## config.mk

```make
export PLATFORM = sky130hd
export DESIGN_NAME = control_sequencer_flat
export DESIGN_NICKNAME = d
export VERILOG_FILES = /design/src/rtl/control_sequencer_if.sv /design/src/rtl/control_sequencer.sv /design/src/flat_wrapper.sv
export SDC_FILE = /design/constraint.sdc
export NUM_CORES = 1
export LEC_CHECK = 0
export CAP_MARGIN = 20
export CORE_MARGIN = 5
export CORE_UTILIZATION = 35
export CTS_CLUSTER_SIZE = 28
export DETAILED_ROUTE_END_ITERATION = 10
export PLACE_DENSITY_LB_ADDON = 0.05
export SETUP_SLACK_MARGIN = 0.1
export SYNTH_ARGS = -nofsm -noshare
export SYNTH_HDL_FRONTEND = slang
export SYNTH_SLANG_ARGS = --single-unit
```

## constraint.sdc

```tcl
create_clock -name clock -period 2.1 [get_ports clock]
set_input_delay 0.315 -clock clock [delete_from_list [all_inputs] [get_ports clock]]
set_output_delay 0.315 -clock clock [all_outputs]
set_load 0.05 [all_outputs]
```

## src/rtl/control_sequencer_if.sv

```systemverilog
// Bus bundle between the control sequencer and the Phase 1 datapath.
// The sequencer side (master) reads run/IR and drives every strobe;
// the datapath side (slave) sees the mirror image.
interface control_sequencer_if #(
    parameter int NUM_REGS = 16
);
    logic                run;
    logic [31:0]         IR;
    logic [NUM_REGS-1:0] Rin;
    logic [NUM_REGS-1:0] Rout;
    logic                PCout;
    logic                PCin;
    logic                IncPC;
    logic                MARin;
    logic                MDRin;
    logic                MDRout;
    logic                IRin;
    logic                Yin;
    logic                Zin;
    logic                Zlowout;
    logic                Zhighout;
    logic                HIin;
    logic                LOin;
    logic                Read;
    logic [13:0]         alu_op;
    logic                busy;
    logic                halted;
    logic                illegal_op;

    modport master (
        input  run, IR,
        output Rin, Rout, PCout, PCin, IncPC, MARin, MDRin, MDRout, IRin,
               Yin, Zin, Zlowout, Zhighout, HIin, LOin, Read,
               alu_op, busy, halted, illegal_op
    );

    modport slave (
        output run, IR,
        input  Rin, Rout, PCout, PCin, IncPC, MARin, MDRin, MDRout, IRin,
               Yin, Zin, Zlowout, Zhighout, HIin, LOin, Read,
               alu_op, busy, halted, illegal_op
    );
endinterface

```

## src/rtl/control_sequencer.sv

```systemverilog
// Multi-cycle control sequencer for the Phase 1 datapath.
// Fetch (T0..T2, T1 stretched by MEM_WAIT), then T3..T6 by opcode class.
// Outputs are a pure decode of the registered state, IR and wait counter.
// Optional macro STEP_MODE_EN adds a `step` input and a PAUSE state that
// holds every instruction at T0 entry until a rising edge of step.
module control_sequencer #(
    parameter int NUM_REGS  = 16,
    parameter int REG_SEL_W = 4,
    parameter int MEM_WAIT  = 0
) (
    input  logic clock,
    input  logic clear,
`ifdef STEP_MODE_EN
    input  logic step,
`endif
    control_sequencer_if.master bus
);

    typedef enum logic [3:0] {
        S_IDLE, S_T0, S_T1, S_T2, S_T3, S_T4, S_T5, S_T6, S_HALTED
`ifdef STEP_MODE_EN
        , S_PAUSE
`endif
    } state_t;

`ifdef STEP_MODE_EN
    localparam state_t ENTRY_STATE = S_PAUSE;
`else
    localparam state_t ENTRY_STATE = S_T0;
`endif

    localparam logic [3:0] WAIT_LAST = 4'(MEM_WAIT);

    localparam logic [4:0] OP_ROL  = 5'b01000;
    localparam logic [4:0] OP_MUL  = 5'b01111;
    localparam logic [4:0] OP_DIV  = 5'b10000;
    localparam logic [4:0] OP_NEG  = 5'b10001;
    localparam logic [4:0] OP_NOT  = 5'b10010;
    localparam logic [4:0] OP_HALT = 5'b11011;

    state_t      state_q, state_d;
    logic [3:0]  wait_q, wait_d;

    logic [4:0]           opcode;
    logic [REG_SEL_W-1:0] ra_sel, rb_sel, rc_sel;
    logic [NUM_REGS-1:0]  ra_hot, rb_hot, rc_hot;
    logic                 is_binary, is_unary, is_muldiv, is_halt, is_illegal;
    logic [13:0]          alu_vec;
    state_t               done_state;
    logic                 unused_ir_bits;

    logic [NUM_REGS-1:0] rin, rout;
    logic pc_out, pc_in, inc_pc, mar_in, mdr_in, mdr_out, ir_in;
    logic y_in, z_in, zlow_out, zhigh_out, hi_in, lo_in, read;
    logic [13:0] alu_op;
    logic illegal_op;

    // A field value at or beyond NUM_REGS simply matches no bit.
    function automatic logic [NUM_REGS-1:0] sel_onehot(input logic [REG_SEL_W-1:0] sel);
        logic [NUM_REGS-1:0] v;
        v = '0;
        for (int i = 0; i < NUM_REGS; i++) begin
            if (int'(sel) == i) v[i] = 1'b1;
        end
        return v;
    endfunction

    assign opcode = bus.IR[31:27];
    assign ra_sel = bus.IR[26 -: REG_SEL_W];
    assign rb_sel = bus.IR[26 - REG_SEL_W -: REG_SEL_W];
    assign rc_sel = bus.IR[26 - 2*REG_SEL_W -: REG_SEL_W];
    assign ra_hot = sel_onehot(ra_sel);
    assign rb_hot = sel_onehot(rb_sel);
    assign rc_hot = sel_onehot(rc_sel);
    assign unused_ir_bits = ^bus.IR[26 - 3*REG_SEL_W:0];

    // Opcode class and the one-hot ALU strobe for the current IR.
    always_comb begin
        is_binary = (opcode <= OP_ROL);
        is_unary  = (opcode == OP_NEG) || (opcode == OP_NOT);
        is_muldiv = (opcode == OP_MUL) || (opcode == OP_DIV);
        is_halt   = (opcode == OP_HALT);
        is_illegal = !(is_binary || is_unary || is_muldiv || is_halt || opcode == 5'b11010);
        alu_vec = '0;
        if (is_binary) alu_vec[opcode[3:0]] = 1'b1;
        else if (opcode == OP_NEG) alu_vec[9]  = 1'b1;
        else if (opcode == OP_NOT) alu_vec[10] = 1'b1;
        else if (opcode == OP_MUL) alu_vec[11] = 1'b1;
        else if (opcode == OP_DIV) alu_vec[12] = 1'b1;
    end

    // Next state: fetch, per-class execute steps, and run-gated completion.
    always_comb begin
        state_d    = state_q;
        wait_d     = wait_q;
        done_state = bus.run ? ENTRY_STATE : S_IDLE;
        case (state_q)
            S_IDLE:   if (bus.run) state_d = ENTRY_STATE;
`ifdef STEP_MODE_EN
            S_PAUSE:  if (step && !step_q) state_d = S_T0;
`endif
            S_T0: begin
                state_d = S_T1;
                wait_d  = '0;
            end
            S_T1: begin
                if (wait_q == WAIT_LAST) begin
                    state_d = S_T2;
                    wait_d  = '0;
                end else begin
                    wait_d = wait_q + 4'd1;
                end
            end
            S_T2:     state_d = S_T3;
            S_T3: begin
                if (is_halt) state_d = S_HALTED;
                else if (is_binary || is_unary || is_muldiv) state_d = S_T4;
                else state_d = done_state;
            end
            S_T4:     state_d = is_unary ? done_state : S_T5;
            S_T5:     state_d = is_muldiv ? S_T6 : done_state;
            S_T6:     state_d = done_state;
            S_HALTED: state_d = S_HALTED;
            default:  state_d = S_IDLE;
        endcase
    end

    // State and wait-counter registers with synchronous clear.
    always_ff @(posedge clock) begin
        if (clear) begin
            state_q <= S_IDLE;
            wait_q  <= '0;
        end else begin
            state_q <= state_d;
            wait_q  <= wait_d;
        end
    end

`ifdef STEP_MODE_EN
    logic step_q, step_d;
    assign step_d = step;

    // Previous step sample, used to detect its rising edge in PAUSE.
    always_ff @(posedge clock) begin
        if (clear) step_q <= 1'b0;
        else       step_q <= step_d;
    end
`endif

    // Strobe decode of the registered state; everything defaults low.
    always_comb begin
        rin = '0;  rout = '0;  alu_op = '0;
        pc_out = 1'b0; pc_in = 1'b0; inc_pc = 1'b0; mar_in = 1'b0;
        mdr_in = 1'b0; mdr_out = 1'b0; ir_in = 1'b0; y_in = 1'b0; z_in = 1'b0;
        zlow_out = 1'b0; zhigh_out = 1'b0; hi_in = 1'b0; lo_in = 1'b0;
        read = 1'b0; illegal_op = 1'b0;
        case (state_q)
            S_T0: begin pc_out = 1'b1; mar_in = 1'b1; inc_pc = 1'b1; z_in = 1'b1; end
            S_T1: begin
                zlow_out = 1'b1; read = 1'b1; mdr_in = 1'b1;
                pc_in    = (wait_q == 4'd0);
            end
            S_T2: begin mdr_out = 1'b1; ir_in = 1'b1; end
            S_T3: begin
                if (is_binary)      begin rout = rb_hot; y_in = 1'b1; end
                else if (is_unary)  begin rout = rb_hot; alu_op = alu_vec; z_in = 1'b1; end
                else if (is_muldiv) begin rout = ra_hot; y_in = 1'b1; end
                else if (is_illegal) illegal_op = 1'b1;
            end
            S_T4: begin
                if (is_binary)      begin rout = rc_hot; alu_op = alu_vec; z_in = 1'b1; end
                else if (is_unary)  begin zlow_out = 1'b1; rin = ra_hot; end
                else if (is_muldiv) begin rout = rb_hot; alu_op = alu_vec; z_in = 1'b1; end
            end
            S_T5: begin
                if (is_binary)      begin zlow_out = 1'b1; rin = ra_hot; end
                else if (is_muldiv) begin zlow_out = 1'b1; lo_in = 1'b1; end
            end
            S_T6: begin zhigh_out = 1'b1; hi_in = 1'b1; end
            default: ;
        endcase
    end

    assign bus.Rin        = rin;
    assign bus.Rout       = rout;
    assign bus.PCout      = pc_out;
    assign bus.PCin       = pc_in;
    assign bus.IncPC      = inc_pc;
    assign bus.MARin      = mar_in;
    assign bus.MDRin      = mdr_in;
    assign bus.MDRout     = mdr_out;
    assign bus.IRin       = ir_in;
    assign bus.Yin        = y_in;
    assign bus.Zin        = z_in;
    assign bus.Zlowout    = zlow_out;
    assign bus.Zhighout   = zhigh_out;
    assign bus.HIin       = hi_in;
    assign bus.LOin       = lo_in;
    assign bus.Read       = read;
    assign bus.alu_op     = alu_op;
    assign bus.illegal_op = illegal_op;
    assign bus.busy       = (state_q != S_IDLE) && (state_q != S_HALTED);
    assign bus.halted     = (state_q == S_HALTED);

endmodule
```

## src/flat_wrapper.sv

```systemverilog
// flat-port wrapper written by rule: the top's interface ports become plain ports
module control_sequencer_flat 
#(
    parameter int NUM_REGS  = 16,
    parameter int REG_SEL_W = 4,
    parameter int MEM_WAIT  = 0
)
  (clock, clear, bus_run, bus_IR, bus_Rin, bus_Rout, bus_PCout, bus_PCin, bus_IncPC, bus_MARin, bus_MDRin, bus_MDRout, bus_IRin, bus_Yin, bus_Zin, bus_Zlowout, bus_Zhighout, bus_HIin, bus_LOin, bus_Read, bus_alu_op, bus_busy, bus_halted, bus_illegal_op);
  control_sequencer_if #(.NUM_REGS(NUM_REGS)) bus_i ();
  input  logic clock;
  input  logic clear;
  input wire logic [$bits(bus_i.run)-1:0] bus_run;
  input wire logic [$bits(bus_i.IR)-1:0] bus_IR;
  output wire logic [$bits(bus_i.Rin)-1:0] bus_Rin;
  output wire logic [$bits(bus_i.Rout)-1:0] bus_Rout;
  output wire logic [$bits(bus_i.PCout)-1:0] bus_PCout;
  output wire logic [$bits(bus_i.PCin)-1:0] bus_PCin;
  output wire logic [$bits(bus_i.IncPC)-1:0] bus_IncPC;
  output wire logic [$bits(bus_i.MARin)-1:0] bus_MARin;
  output wire logic [$bits(bus_i.MDRin)-1:0] bus_MDRin;
  output wire logic [$bits(bus_i.MDRout)-1:0] bus_MDRout;
  output wire logic [$bits(bus_i.IRin)-1:0] bus_IRin;
  output wire logic [$bits(bus_i.Yin)-1:0] bus_Yin;
  output wire logic [$bits(bus_i.Zin)-1:0] bus_Zin;
  output wire logic [$bits(bus_i.Zlowout)-1:0] bus_Zlowout;
  output wire logic [$bits(bus_i.Zhighout)-1:0] bus_Zhighout;
  output wire logic [$bits(bus_i.HIin)-1:0] bus_HIin;
  output wire logic [$bits(bus_i.LOin)-1:0] bus_LOin;
  output wire logic [$bits(bus_i.Read)-1:0] bus_Read;
  output wire logic [$bits(bus_i.alu_op)-1:0] bus_alu_op;
  output wire logic [$bits(bus_i.busy)-1:0] bus_busy;
  output wire logic [$bits(bus_i.halted)-1:0] bus_halted;
  output wire logic [$bits(bus_i.illegal_op)-1:0] bus_illegal_op;
  assign bus_i.run = bus_run;
  assign bus_i.IR = bus_IR;
  assign bus_Rin = bus_i.Rin;
  assign bus_Rout = bus_i.Rout;
  assign bus_PCout = bus_i.PCout;
  assign bus_PCin = bus_i.PCin;
  assign bus_IncPC = bus_i.IncPC;
  assign bus_MARin = bus_i.MARin;
  assign bus_MDRin = bus_i.MDRin;
  assign bus_MDRout = bus_i.MDRout;
  assign bus_IRin = bus_i.IRin;
  assign bus_Yin = bus_i.Yin;
  assign bus_Zin = bus_i.Zin;
  assign bus_Zlowout = bus_i.Zlowout;
  assign bus_Zhighout = bus_i.Zhighout;
  assign bus_HIin = bus_i.HIin;
  assign bus_LOin = bus_i.LOin;
  assign bus_Read = bus_i.Read;
  assign bus_alu_op = bus_i.alu_op;
  assign bus_busy = bus_i.busy;
  assign bus_halted = bus_i.halted;
  assign bus_illegal_op = bus_i.illegal_op;
  control_sequencer #(.NUM_REGS(NUM_REGS), .REG_SEL_W(REG_SEL_W), .MEM_WAIT(MEM_WAIT)) u_core (.clock(clock), .clear(clear), .bus(bus_i));
endmodule
```

==> flow_metrics.py, run 1 <==
metrics = {
    "synthesis": {
        "syn_area_mm2": 0.00170,
        "synthXorXnorAreaFrac": 0.00515,
        "yosysWarnings": 0,
        "ys_types": 43,
        "yosys_most_used_dff": "dfxtp_1",
        "synthArstFlopShare": 0,
        "synth_area_leaders": "nor2_1, dfxtp_1, o221ai_1",
        "ys_seq_area_frac": 0.0943,
        "yosys.area_share.adder": 0.0147,
        "synth.area.mux_share": 0,
        "ys_seq_elements": 8,
        "synth_compound_area_frac": 0.288,
        "yosys.area_share.simple": 0.496,
        "synthCells": 288,
        "syn-num-nets": 325,
        "synthTopCellsByCount": "nor2_1, nand2_1, nor3_1, a21oi_1, nand2b_1",
        "synth_top_family_by_area": "simple AND/OR/NAND/NOR gates",
        "synth-edff-count": 0,
        "yosysMostFrequentCell": "nor2_1",
        "syn_avg_cell_area_um2": 5.90,
        "synth_top_area_frac": 0.113,
        "synth_top_area_cell": "nor2_1",
    },
    "clock_tree": {
        "cts.sinks": 8,
        "cts-root-buf": "clkbuf_8",
        "postCtsHoldBufs": 0,
        "cts_max_path_buffers": 2,
        "htreeDepth": 1,
        "cts_buffers": 3,
    },
    "placement": {
        "globalplace.congestion": 0.852,
        "hpwl_mm": 7.03,
        "io_buffers": 81,
    },
    "run_status": {
        "haltStage": "5_1_grt",
        "status": "did not finish",
        "error_line": "[ERROR DPL-0038] Utilization greater than 100%, impossible to legalize",
    },
    "sta": {
        "crit_endpoint": "bus_Rout[2]",
        "worst_endpoint_kind": "output port",
    },
    "floorplanning": {
        "die_w_um": 79.7,
        "dieHeight_um": 79.7,
        "initial_utilization": 0.360,
        "rows": 25,
        "io_pins": 98,
    },
    "global_route": {
        "grt_max_degree": 14,
    },
}
stage by stage:
stage | hold WS [ns] | worst slack (ns) | utilization | std cells | cell area (um2)
floorplan | 0.384 | -0.328 | - | 288 | 2330
global placement | 0.490 | -0.570 | 0.903 | 489 | 4260
detailed placement | 0.526 | -0.664 | 0.903 | 489 | 4260
CTS | 0.536 | -0.228 | 0.967 | 499 | 4570
kinds of logic after synthesis:
family                     count (synthesis)
AOI/OAI and AO/OA                         74
xor gates and xnor gates                   1
adders and majority gates                  2
buffers and inverters                     32
DFF                                        8
other                                      1
and+or+nand+nor                          170
timing repair:
action,4_1_cts
buffers inserted,7
gates cloned,0
resized for setup,75
setup endpoints to repair,52
pin swaps,29
==> run 2, diff against run 1 <==
--- a/config.mk
+++ b/config.mk
@@ -7,11 +7,9 @@
 export LEC_CHECK = 0
 export CAP_MARGIN = 20
 export CORE_MARGIN = 5
-export CORE_UTILIZATION = 35
-export CTS_CLUSTER_SIZE = 28
+export CORE_UTILIZATION = 24
 export DETAILED_ROUTE_END_ITERATION = 10
-export PLACE_DENSITY_LB_ADDON = 0.05
-export SETUP_SLACK_MARGIN = 0.1
+export PLACE_DENSITY_LB_ADDON = 0.15
 export SYNTH_ARGS = -nofsm -noshare
 export SYNTH_HDL_FRONTEND = slang
 export SYNTH_SLANG_ARGS = --single-unit
==> constraint.sdc (replaced) <==
create_clock -name clock -period 2.73 [get_ports clock]
set_input_delay 0.4095 -clock clock [delete_from_list [all_inputs] [get_ports clock]]
set_output_delay 0.4095 -clock clock [all_outputs]
set_load 0.05 [all_outputs]
==> flow_metrics.py, run 2 <==
metrics = {
    "route": {
        "drc": 0,
        "first_pass_iters": 4,
        "wl_per_cell_um": 14.3,
        "wl_met1_mm": 3.38,
        "num_vias": 2501,
        "wl_met3_um": 441,
        "wl_mm": 7.19,
        "via_per_inst": 4.98,
        "drtIter0Drc": 154,
        "ant_nets": 0,
        "top_layer": "met4",
        "wl_met2_mm": 3.35,
    },
    "layout": {
        "final_cell_mix": "buf_4, buf_12, nor2_1",
        "final-seq-area_um2": 160,
        "fill_cells": 647,
        "layout_commonest_cell": "buf_4",
        "nets": 445,
        "fin_area_mm2": 0.00369,
        "layout-drive-gt1-share": 0.384,
        "largestRegisters": "u_core.state_q x4, u_core.wait_q x4",
        "multi_input_area_mm2": 0.00160,
        "diodes": 0,
        "area_growth_syn_to_layout_pct": 117,
    },
    "sta": {
        "slew_viol_final": 0,
        "finalCritPeriodShare": 0.968,
        "slew_headroom": 0.665,
        "timing.final.hold_violations": 0,
        "tightest_slew_ns": 0.501,
        "post-route-min-period_ns": 2.64,
        "setup_viol": 0,
        "holdWs_ns": 0.519,
        "max_freq_ghz": 0.378,
        "finClkSkew_ns": 0.000381,
    },
    "clock_tree": {
        "htreeDepth": 1,
        "cts_tree": "done",
        "clk_pin_slew_ns": 0.04,
        "clk_latency_ns": 0.23,
        "cts.sinks": 8,
        "cts_buffers": 3,
        "postCtsHoldBufs": 0,
        "cts-root-buf": "clkbuf_8",
        "cts_max_path_buffers": 2,
    },
    "floorplanning": {
        "initial_utilization": 0.249,
        "io_pins": 98,
        "die_area_mm2": 0.00886,
        "core_area_mm2": 0.00683,
        "die_w_um": 94.1,
        "dieHeight_um": 94.1,
        "rows": 30,
    },
    "setup_path": {
        "reg2reg_slack_ns": 1.01,
        "worstPathCellList": "clkdlybuf4s15_1 > or3_4 > o22a_4 > or4_4 > o221ai_4 > buf_12",
        "cp-start-kind": "input pin",
        "slowest_stage": "or4_4",
        "critical_path_arrival_ns": 2.23,
        "crit_path_end_kind": "output pin",
        "cp_data_required_time_ns": 2.32,
        "crit_family": "simple AND/OR/NAND/NOR gates",
        "worstPathBufferInverterCount": 2,
        "cp_max_fo": 6,
        "slowest_delay_ns": 0.57,
        "path_class": "in -> out",
    },
    "flow_run": {
        "drv_cap": 0,
    },
    "global_route": {
        "antenna_found_initial": 0,
        "overflow": 0,
        "grt_pass1_vias": 2341,
        "grt_util_all_layers": 0.148,
        "grt_max_degree": 14,
        "grt_pass1_wl_mm": 11.0,
    },
    "power_and_ir_drop": {
        "p_switching_mw": 0.434,
        "internal_power_mw": 0.453,
        "p_clk_frac": 0.169,
        "powerDensity_mw_per_mm2": 240,
        "pwr-share-comb": 0.665,
        "seqPwrFrac": 0.167,
        "ir_drop_v": 0.000317,
        "p_leak_nw": 1.32,
        "swShare": 0.489,
    },
    "synthesis": {
        "syn_area_mm2": 0.00170,
        "synth_top_area_cell": "nor2_1",
        "synth-edff-count": 0,
        "yosys_most_used_dff": "dfxtp_1",
        "synthTopCellsByCount": "nor2_1, nand2_1, nor3_1, a21oi_1, nand2b_1",
        "syn_avg_cell_area_um2": 5.90,
        "ys_seq_area_frac": 0.0943,
        "yosysWarnings": 0,
        "synthArstFlopShare": 0,
        "ys_types": 43,
        "syn-num-nets": 325,
        "synth_area_leaders": "nor2_1, dfxtp_1, o221ai_1",
        "synthCells": 288,
        "synth_top_area_frac": 0.113,
        "ys_seq_elements": 8,
        "yosysMostFrequentCell": "nor2_1",
    },
    "placement": {
        "io_buffers": 81,
        "postPlaceCellArea_mm2": 0.00350,
        "hpwl_mm": 6.02,
        "globalplace.congestion": 0.833,
    },
    "worst_hold_path": {
        "min_path_type": "reg -> reg",
    },
    "run_status": {
        "status": "completed",
    },
}
-- run 2: cell counts after synthesis --
No cell type changed its count.
-- run 2: path summary, 6_finish.rpt --
check / from / endpoint / cells after the start
worst max-delay path: bus_IR[29] / bus_Rout[9] / 6
worst min-delay path: u_core.wait_q[3] / u_core.wait_q[3] / 2
worst max register to register: u_core.wait_q[0] / u_core.state_q[0] / 7
worst min register to register: u_core.wait_q[3] / u_core.wait_q[3] / 2
-- run 2: stage by stage --
stage,setup slack (ns),total power [mW],util,instances,TNS (ns)
after floorplan,-0.258,0.503,-,288,-1.39
after global placement,-0.271,0.720,0.512,493,-5.06
after detailed placement,-0.280,0.721,0.512,493,-6.17
after CTS,0.00196,0.874,0.524,498,0
after global routing,-0.0287,0.931,0.540,502,-0.0573
final,0.0860,0.887,0.540,502,0
-- run 2: repair_timing --
| action | in CTS | in global routing |
|---|---|---|
| pin swaps | 7 | 10 |
| buffers inserted | 2 | 4 |
| setup endpoints to repair | 35 | 32 |
| gates resized for setup | 11 | 21 |
-- run 2: power groups by stage --
stage	registers, mW	logic [mW]	clock network (mW)
after global placement	0.149	0.571	0
after detailed placement	0.149	0.571	0
final	0.148	0.589	0.150
after global routing	0.149	0.626	0.156
after CTS	0.147	0.575	0.152
after floorplan	0.135	0.368	0
-- run 2: worst register-to-register path, delay by kind of cell, from the launching register on --
kind / cells / cell delay, ns
simple gates: 2 / 0.60
compound gates: 3 / 0.46
flops: 1 / 0.35
fa+ha+maj: 1 / 0.13
buf+inv: 1 / 0.09
-- run 2: cell families (layout without fill, tap and decap cells) --
logic type               Yosys count  after routing  synth area share
adder cells (fa/ha/maj)            2              2            0.0147
AND/OR/NAND/NOR                  170            170             0.496
other                              1              1           0.00221
buffers and inverters             32            150             0.100
AO/OA/AOI/OAI                     74             74             0.288
flip-flops                         8              8            0.0943
XOR/XNOR                           1              1           0.00516
-- run 2: final cells by class --
class,count,share of cell area
Timing Repair Buffer,141,0.474
Multi-Input combinational cell,248,0.432
Sequential cell,8,0.0434
Tap cell,96,0.0325
Clock buffer,3,0.0112
Inverter,6,0.00610
-- run 2: per-layer routing --
metal / global-route usage / vias up
met5: 0 / -
met4: 0.0108 / 0
met3: 0.0321 / 5
met2: 0.260 / 83
met1: 0.193 / 1116
li1: - / 1297
Note: power is estimated with default switching activity, not from simulation.
